## config.mk

```make
export PLATFORM = sky130hd
export DESIGN_NAME = cc_msg_serializer_flat
export DESIGN_NICKNAME = d
export VERILOG_FILES = /design/src/rtl/cc_msg_serializer_if.sv /design/src/rtl/cc_msg_serializer.sv /design/src/flat_wrapper.sv
export SDC_FILE = /design/constraint.sdc
export NUM_CORES = 1
export LEC_CHECK = 0
export ABC_AREA = 1
export ABC_CLOCK_PERIOD_IN_PS = 5300
export CAP_MARGIN = 10
export CORE_ASPECT_RATIO = 0.6
export CORE_MARGIN = 5
export CORE_UTILIZATION = 54
export CTS_CLUSTER_DIAMETER = 120
export CTS_CLUSTER_SIZE = 20
export DETAILED_ROUTE_END_ITERATION = 16
export GPL_TIMING_DRIVEN = 0
export PLACE_DENSITY = 0.72
export SYNTH_ARGS = -nofsm -noshare
export SYNTH_HDL_FRONTEND = slang
export SYNTH_SLANG_ARGS = --single-unit
```

## constraint.sdc

```tcl
create_clock -name clk -period 5.3 [get_ports clk]
set_clock_uncertainty 0.2 [all_clocks]
set_input_delay 1.06 -clock clk [delete_from_list [all_inputs] [get_ports clk]]
set_output_delay 1.06 -clock clk [all_outputs]
set_load 0.005 [all_outputs]
```

## src/rtl/cc_msg_serializer_if.sv

```systemverilog
// Byte-stream side and status of the cc message serializer.
// The slave modport is the serializer; the master modport is whoever feeds it and sinks bytes.
interface cc_msg_serializer_if #(
  parameter int unsigned MSG_W = 64
);
  logic [MSG_W-1:0] msg_in;
  logic             msg_valid;
  logic [7:0]       key_in;
  logic [7:0]       byte_out;
  logic             byte_valid;
  logic             byte_ready;
  logic             byte_last;
  logic             fifo_full;
  logic             fifo_empty;
  logic             overflow;
  logic [7:0]       msg_count;

  modport master (
    output msg_in, msg_valid, key_in, byte_ready,
    input  byte_out, byte_valid, byte_last, fifo_full, fifo_empty, overflow, msg_count
  );

  modport slave (
    input  msg_in, msg_valid, key_in, byte_ready,
    output byte_out, byte_valid, byte_last, fifo_full, fifo_empty, overflow, msg_count
  );
endinterface

```

## src/rtl/cc_msg_serializer.sv

```systemverilog
// Buffers {key, message} pairs in a small FIFO and emits each message as MSG_W/8 bytes,
// MSB first, followed by one checksum byte (XOR of all message bytes and the key).
module cc_msg_serializer #(
  parameter int unsigned DEPTH = 4,
  parameter int unsigned MSG_W = 64
) (
  input  logic               clk,
  input  logic               rst,
  input  logic               ena,
  cc_msg_serializer_if.slave bus
);
  localparam int unsigned AW     = $clog2(DEPTH);
  localparam int unsigned NBYTES = MSG_W / 8;
  localparam int unsigned IDXW   = $clog2(NBYTES);
  localparam int unsigned EW     = MSG_W + 8;
  localparam logic [IDXW-1:0] LAST_IDX = IDXW'(NBYTES - 1);

  typedef enum logic [1:0] {IDLE, SEND, CSUM} state_t;

  state_t            state_q, state_d;
  logic [EW-1:0]     mem_q [DEPTH];
  logic [EW-1:0]     mem_d [DEPTH];
  logic [AW-1:0]     wr_ptr_q, wr_ptr_d, rd_ptr_q, rd_ptr_d;
  logic [AW:0]       count_q, count_d;
  logic              fifo_full_q, fifo_full_d, fifo_empty_q, fifo_empty_d;
  logic              overflow_q, overflow_d;
  // Holds only the bytes not yet loaded into byte_out; the top byte goes straight to byte_out.
  logic [MSG_W-9:0]  shift_q, shift_d;
  logic [7:0]        csum_q, csum_d;
  logic [IDXW-1:0]   idx_q, idx_d;
  logic [7:0]        byte_out_q, byte_out_d;
  logic              byte_valid_q, byte_valid_d, byte_last_q, byte_last_d;
  logic [7:0]        msg_count_q, msg_count_d;

  logic [EW-1:0]     head;
  logic [7:0]        head_csum;
  logic              has_room, pop, push, drop, xfer;

  // FIFO bookkeeping, serializer FSM and checksum precompute
  always_comb begin
    state_d      = state_q;
    mem_d        = mem_q;
    wr_ptr_d     = wr_ptr_q;
    rd_ptr_d     = rd_ptr_q;
    overflow_d   = overflow_q;
    shift_d      = shift_q;
    csum_d       = csum_q;
    idx_d        = idx_q;
    byte_out_d   = byte_out_q;
    byte_valid_d = byte_valid_q;
    byte_last_d  = byte_last_q;
    msg_count_d  = msg_count_q;

    head      = mem_q[rd_ptr_q];
    head_csum = head[MSG_W +: 8];
    for (int unsigned i = 0; i < NBYTES; i++) begin
      head_csum = head_csum ^ head[i*8 +: 8];
    end

    has_room = (count_q < (AW+1)'(DEPTH));
    pop      = ena && (state_q == IDLE) && (count_q != '0);
    xfer     = ena && byte_valid_q && bus.byte_ready;
    push     = ena && bus.msg_valid && (has_room || pop);
    drop     = ena && bus.msg_valid && !has_room && !pop;

    if (push) begin
      mem_d[wr_ptr_q] = {bus.key_in, bus.msg_in};
      wr_ptr_d        = wr_ptr_q + 1'b1;
    end
    if (pop) begin
      rd_ptr_d = rd_ptr_q + 1'b1;
    end
    count_d      = count_q + (AW+1)'(push) - (AW+1)'(pop);
    fifo_full_d  = (count_d == (AW+1)'(DEPTH));
    fifo_empty_d = (count_d == '0);
    if (drop) begin
      overflow_d = 1'b1;
    end

    unique case (state_q)
      IDLE: begin
        if (pop) begin
          byte_out_d   = head[MSG_W-1 -: 8];
          shift_d      = head[MSG_W-9:0];
          csum_d       = head_csum;
          idx_d        = '0;
          byte_valid_d = 1'b1;
          state_d      = SEND;
        end
      end
      SEND: begin
        if (xfer) begin
          if (idx_q == LAST_IDX) begin
            byte_out_d  = csum_q;
            byte_last_d = 1'b1;
            state_d     = CSUM;
          end else begin
            byte_out_d = shift_q[MSG_W-9 -: 8];
            shift_d    = shift_q << 8;
            idx_d      = idx_q + 1'b1;
          end
        end
      end
      CSUM: begin
        if (xfer) begin
          byte_valid_d = 1'b0;
          byte_last_d  = 1'b0;
          msg_count_d  = msg_count_q + 1'b1;
          state_d      = IDLE;
        end
      end
      default: state_d = IDLE;
    endcase
  end

  // State registers; synchronous active-low reset discards FIFO and any partial message
  always_ff @(posedge clk) begin
    mem_q <= mem_d;
    if (!rst) begin
      state_q      <= IDLE;
      wr_ptr_q     <= '0;
      rd_ptr_q     <= '0;
      count_q      <= '0;
      fifo_full_q  <= 1'b0;
      fifo_empty_q <= 1'b1;
      overflow_q   <= 1'b0;
      shift_q      <= '0;
      csum_q       <= '0;
      idx_q        <= '0;
      byte_out_q   <= '0;
      byte_valid_q <= 1'b0;
      byte_last_q  <= 1'b0;
      msg_count_q  <= '0;
    end else begin
      state_q      <= state_d;
      wr_ptr_q     <= wr_ptr_d;
      rd_ptr_q     <= rd_ptr_d;
      count_q      <= count_d;
      fifo_full_q  <= fifo_full_d;
      fifo_empty_q <= fifo_empty_d;
      overflow_q   <= overflow_d;
      shift_q      <= shift_d;
      csum_q       <= csum_d;
      idx_q        <= idx_d;
      byte_out_q   <= byte_out_d;
      byte_valid_q <= byte_valid_d;
      byte_last_q  <= byte_last_d;
      msg_count_q  <= msg_count_d;
    end
  end

  assign bus.byte_out   = byte_out_q;
  assign bus.byte_valid = byte_valid_q;
  assign bus.byte_last  = byte_last_q;
  assign bus.fifo_full  = fifo_full_q;
  assign bus.fifo_empty = fifo_empty_q;
  assign bus.overflow   = overflow_q;
  assign bus.msg_count  = msg_count_q;
endmodule

```

## src/flat_wrapper.sv

```systemverilog
// flat-port wrapper written by rule: the top's interface ports become plain ports
module cc_msg_serializer_flat 
#(
  parameter int unsigned DEPTH = 4,
  parameter int unsigned MSG_W = 64
)
  (clk, rst, ena, bus_msg_in, bus_msg_valid, bus_key_in, bus_byte_ready, bus_byte_out, bus_byte_valid, bus_byte_last, bus_fifo_full, bus_fifo_empty, bus_overflow, bus_msg_count);
  cc_msg_serializer_if #(.MSG_W(MSG_W)) bus_i ();
  input  logic clk;
  input  logic rst;
  input  logic ena;
  input wire logic [$bits(bus_i.msg_in)-1:0] bus_msg_in;
  input wire logic [$bits(bus_i.msg_valid)-1:0] bus_msg_valid;
  input wire logic [$bits(bus_i.key_in)-1:0] bus_key_in;
  input wire logic [$bits(bus_i.byte_ready)-1:0] bus_byte_ready;
  output wire logic [$bits(bus_i.byte_out)-1:0] bus_byte_out;
  output wire logic [$bits(bus_i.byte_valid)-1:0] bus_byte_valid;
  output wire logic [$bits(bus_i.byte_last)-1:0] bus_byte_last;
  output wire logic [$bits(bus_i.fifo_full)-1:0] bus_fifo_full;
  output wire logic [$bits(bus_i.fifo_empty)-1:0] bus_fifo_empty;
  output wire logic [$bits(bus_i.overflow)-1:0] bus_overflow;
  output wire logic [$bits(bus_i.msg_count)-1:0] bus_msg_count;
  assign bus_i.msg_in = bus_msg_in;
  assign bus_i.msg_valid = bus_msg_valid;
  assign bus_i.key_in = bus_key_in;
  assign bus_i.byte_ready = bus_byte_ready;
  assign bus_byte_out = bus_i.byte_out;
  assign bus_byte_valid = bus_i.byte_valid;
  assign bus_byte_last = bus_i.byte_last;
  assign bus_fifo_full = bus_i.fifo_full;
  assign bus_fifo_empty = bus_i.fifo_empty;
  assign bus_overflow = bus_i.overflow;
  assign bus_msg_count = bus_i.msg_count;
  cc_msg_serializer #(.DEPTH(DEPTH), .MSG_W(MSG_W)) u_core (.clk(clk), .rst(rst), .ena(ena), .bus(bus_i));
endmodule
```

==> out/qor.log <==
qor: run_status.status complete, no violations
qor: clock_tree.postCtsSetupBuffers 0
qor: clock_tree.postCtsHoldBufs 0
qor: timing.rsz_0062_raised_after_global_routing false
qor: global_routing.globalRoute.totalOverflow 0
qor: detailed_routing.detailroute.wirelength.met2 19.8 mm
qor: clock_tree.worst_skew_pair.late_latency 0.56 ns
qor: worst_setup_path.cp_common_cell sky130_fd_sc_hd__ha_1
qor: pwr.cellLeakagePower 7.31 nW
qor: worst_setup_path.rr_startpoint u_core.state_q[1]$_SDFFE_PN0P_
qor: synth.avgSynthCellArea 9.94 um2
qor: detailed_routing.route.final.wire_length 46.5 mm
qor: clock_tree.cts_buffers 23
qor: detailed_routing.wl_met1 20.5 mm
qor: detailed_routing.maxUsedRoutingLayer met4
qor: worst_setup_path.crit_type in2reg
qor: detailed_routing.drtAntennaViolNets 0
qor: worst_setup_path.rrSetupSlack 1.88 ns
qor: synth.mappedNetlistArea 0.0164 mm2
qor: detailed_routing.post_drt_via_cell_ratio 5.65
qor: pwr.totalPowerFinal 8.63 mW
qor: synth.synth_warnings 0
qor: detailed_routing.dr_vias 12400
qor: timing.report.final.hold_viol_count 0
qor: die.io-pin-count 98
qor: worst_setup_path.timing.critical_path.fanout_max 10
qor: timing.worst_pin_slew 0.931 ns
qor: detailed_routing.routed-wl-met3 5.37 mm
qor: die.die_w 235 um
qor: layout.area_growth 14.3%
qor: clock_tree.clock-root-buffer sky130_fd_sc_hd__clkbuf_16
qor: placement.detailed_place_hpwl 32.9 mm
qor: worst_setup_path.crit_chain clkdlybuf4s50_1, nor3b_2, nand2_1, inv_2, clkbuf_1, ha_1, inv_1, ha_1, fa_1, or2_2, o21ai_0
qor: die.dieArea 0.0340 mm2
qor: worst_setup_path.timing.rr.end u_core.bus.fifo_empty$_SDFF_PN1_
qor: pwr.power-per-cell-area 461 mW/mm2
qor: placement.preCtsSetupSlack 0.690 ns
qor: layout.num-nets-final 1863
qor: clock_tree.post_cts_resize_count 0
qor: die.die_y 145 um
qor: layout.commonest_non_fill_non_tap_cell_in_the_layout sky130_fd_sc_hd__nand2_1
qor: worst_hold_path.min_path_cells 1
qor: worst_setup_path.slowest_delay 0.60 ns
qor: global_routing.antenna_found_initial 0
qor: clock_tree.cts_htree_levels 1
qor: global_routing.via_count_of_the_first_global_routing_pass 11800
qor: placement.gp_congestion 0.949
qor: detailed_routing.drt_pass1_iterations 6
qor: worst_setup_path.critPathArrivalTime 4.38 ns
qor: worst_setup_path.timing.critical_path.required 5.59 ns
qor: timing.maxClockFrequency 244 MHz
qor: timing.final_period_minus_worst_setup_slack 4.09 ns
qor: timing.final-max-slew-violation-count 0
qor: worst_hold_path.min_from u_core.idx_q[0]$_SDFFE_PN0P_
qor: die.row_count 49
qor: global_routing.grt_util_all_layers 27.0%
qor: synth.yosys_register_bits 385
qor: timing.finalSetupViolations 0
qor: layout.design_area 0.0187 mm2
qor: timing.final.setup.worst_slack 1.21 ns
qor: layout.layout.filler_cells 2458
qor: flow_run.max_cap_violations 0
qor: global_routing.grt_start_max_net_pins 30
qor: worst_setup_path.reg2reg_depth 10
qor: worst_hold_path.min_path_type reg2reg
qor: detailed_routing.drcViolationCount 0
qor: timing.slew-limit-headroom 38.0%
qor: placement.port_buffers 97
qor: timing.final_min_period_over_clock_period 77.2%
qor: clock_tree.numClockSinks 385
qor: layout.final_layout_size_suffix_gt1_share 6.47%
qor: pwr.max-vdd-ir-drop 0.225 mV
qor: detailed_routing.routed_wire_length_per_instance 21.1 um
qor: layout.diodes 0
qor: global_routing.grt_pass1_wl 69.8 mm
qor: die.placeableCoreArea 0.0299 mm2
qor: worst_setup_path.end_kind register
qor: synth.synth_nets 1733
qor: clock_tree.cts_tree yes
qor: layout.mostFrequentLayoutCells sky130_fd_sc_hd__nand2_1, sky130_fd_sc_hd__edfxtp_1, sky130_fd_sc_hd__nand3_1, sky130_fd_sc_hd__inv_1
qor: worst_setup_path.startpoint_type primary input
qor: detailed_routing.drt_iter0_drc 1512
qor: placement.placedInstanceArea 0.0180 mm2
qor: clock_tree.max-clock-path-buffers 3
qor: synth.netlist_instances 1646
qor: die.initial_core_util 54.7%
qor: worst_setup_path.cpMaxStageDelayCell sky130_fd_sc_hd__clkbuf_1
qor: synth.count_of_cell_types_in_the_netlist 37
qor: worst_hold_path.hold_path_end u_core.idx_q[0]$_SDFFE_PN0P_
qor: synth.ys_seq_area_share 64.7%
qor: clock_tree.cts.reportedPaths.clkPinSlew 0.09 ns
==> synth_stat cells (all sizes together) <==
library cell / instances / share of area [%]
buf: 59 / 1.9
a31o: 1 / 0.054
nand2: 528 / 12
nand3b: 10 / 0.46
ha: 9 / 0.69
o21ai: 105 / 3.2
a21o: 1 / 0.046
o21a: 1 / 0.046
nor3b: 1 / 0.076
a31oi: 57 / 2.2
dfxtp: 97 / 12
a21oi: 20 / 0.61
clkbuf: 26 / 0.60
xor2: 7 / 0.37
inv: 117 / 2.7
nor3: 4 / 0.15
fa: 1 / 0.12
nand4: 6 / 0.23
clkinv: 1 / 0.023
and3: 2 / 0.076
edfxtp: 288 / 53
xnor2: 16 / 0.86
nor2: 76 / 1.8
or2: 15 / 0.57
a22oi: 8 / 0.37
nand3: 181 / 5.5
o211ai: 9 / 0.44
==> per-layer routing <==
metal	up-vias	GRT usage, %
li1	5831	-
met1	5941	40.0
met2	606	41.1
met3	63	6.82
met4	0	5.71
met5	-	0
==> sequential cells by signal (all words and copies together) (netlist names) <==
signal,cells
u_core.bus.byte_last,1
u_core.shift_q,56
u_core.bus.fifo_full,1
u_core.bus.fifo_empty,1
u_core.csum_q,8
u_core.bus.byte_out,8
u_core.mem_q,288
u_core.idx_q,3
u_core.wr_ptr_q,2
u_core.count_q,3
u_core.bus.byte_valid,1
u_core.bus.msg_count,8
u_core.rd_ptr_q,2
u_core.bus.overflow,1
u_core.state_q,2
==> worst max-delay path by stage <==
| stage | start | endpoint | slack, ns | cells past startpoint |
|---|---|---|---|---|
| after global routing | ena | u_core.bus.fifo_full$_SDFF_PN0_ | 1.10 | 13 |
| after global placement | ena | u_core.mem_q[96]$_DFFE_PP_ | -3.45 | 6 |
| after CTS | ena | u_core.bus.fifo_empty$_SDFF_PN1_ | 1.28 | 11 |
| after floorplan | ena | u_core.mem_q[0]$_DFFE_PP_ | -0.13 | 5 |
| final | ena | u_core.bus.fifo_empty$_SDFF_PN1_ | 1.21 | 11 |
| after detailed placement | ena | u_core.bus.fifo_empty$_SDFF_PN1_ | 0.69 | 11 |
==> area by class of cell <==
class / instances / area [um2] / share of cell area (%)
sequential: 385 / 10600 / 56.6
multi-input combinational: 1058 / 4940 / 26.4
timing repair buffer: 105 / 1130 / 6.05
clock buffer: 40 / 639 / 3.42
tap: 408 / 510 / 2.73
inverter: 118 / 443 / 2.37
buffer: 85 / 412 / 2.20
clock inverter: 2 / 25.0 / 0.134
==> cells by family (layout without fill, tap and decap cells) <==
| kind of cell | Yosys count | in the layout | synth area share (%) |
|---|---|---|---|
| AO/OA/AOI/OAI | 202 | 202 | 6.96 |
| XOR/XNOR | 23 | 23 | 1.23 |
| adder cells (fa/ha/maj) | 10 | 10 | 0.811 |
| buffers and inverters | 203 | 350 | 5.22 |
| flip-flops | 385 | 385 | 64.7 |
| AND/OR/NAND/NOR | 823 | 823 | 21.0 |
==> worst max-delay path, delay by kind of cell <==
kind                     cells  cell delay (ns)
adder cells (fa/ha/maj)      3             0.94
AND/OR/NAND/NOR              3             0.79
buffers and inverters        4             1.44
AO/OA/AOI/OAI                1             0.15
==> power by group <==
group / internal (mW) / switching (mW) / leakage, nW
combinational: 0.940 / 2.10 / 3.58
sequential: 3.59 / 0.167 / 3.41
clock: 0.835 / 0.998 / 0.315
total: 5.36 / 3.26 / 7.31
==> through the flow <==
stage	util (%)	instances	TNS (ns)	hold slack, ns
after floorplan	-	1646	-38.20	0.229
after global placement	59.6	2151	-979.90	0.246
after detailed placement	60.3	2159	0	0.252
after CTS	62.5	2201	0	0.262
after global routing	62.5	2201	0	0.297
final	62.5	2201	0	0.263
No activity file was read; power rests on OpenSTA's default activity.
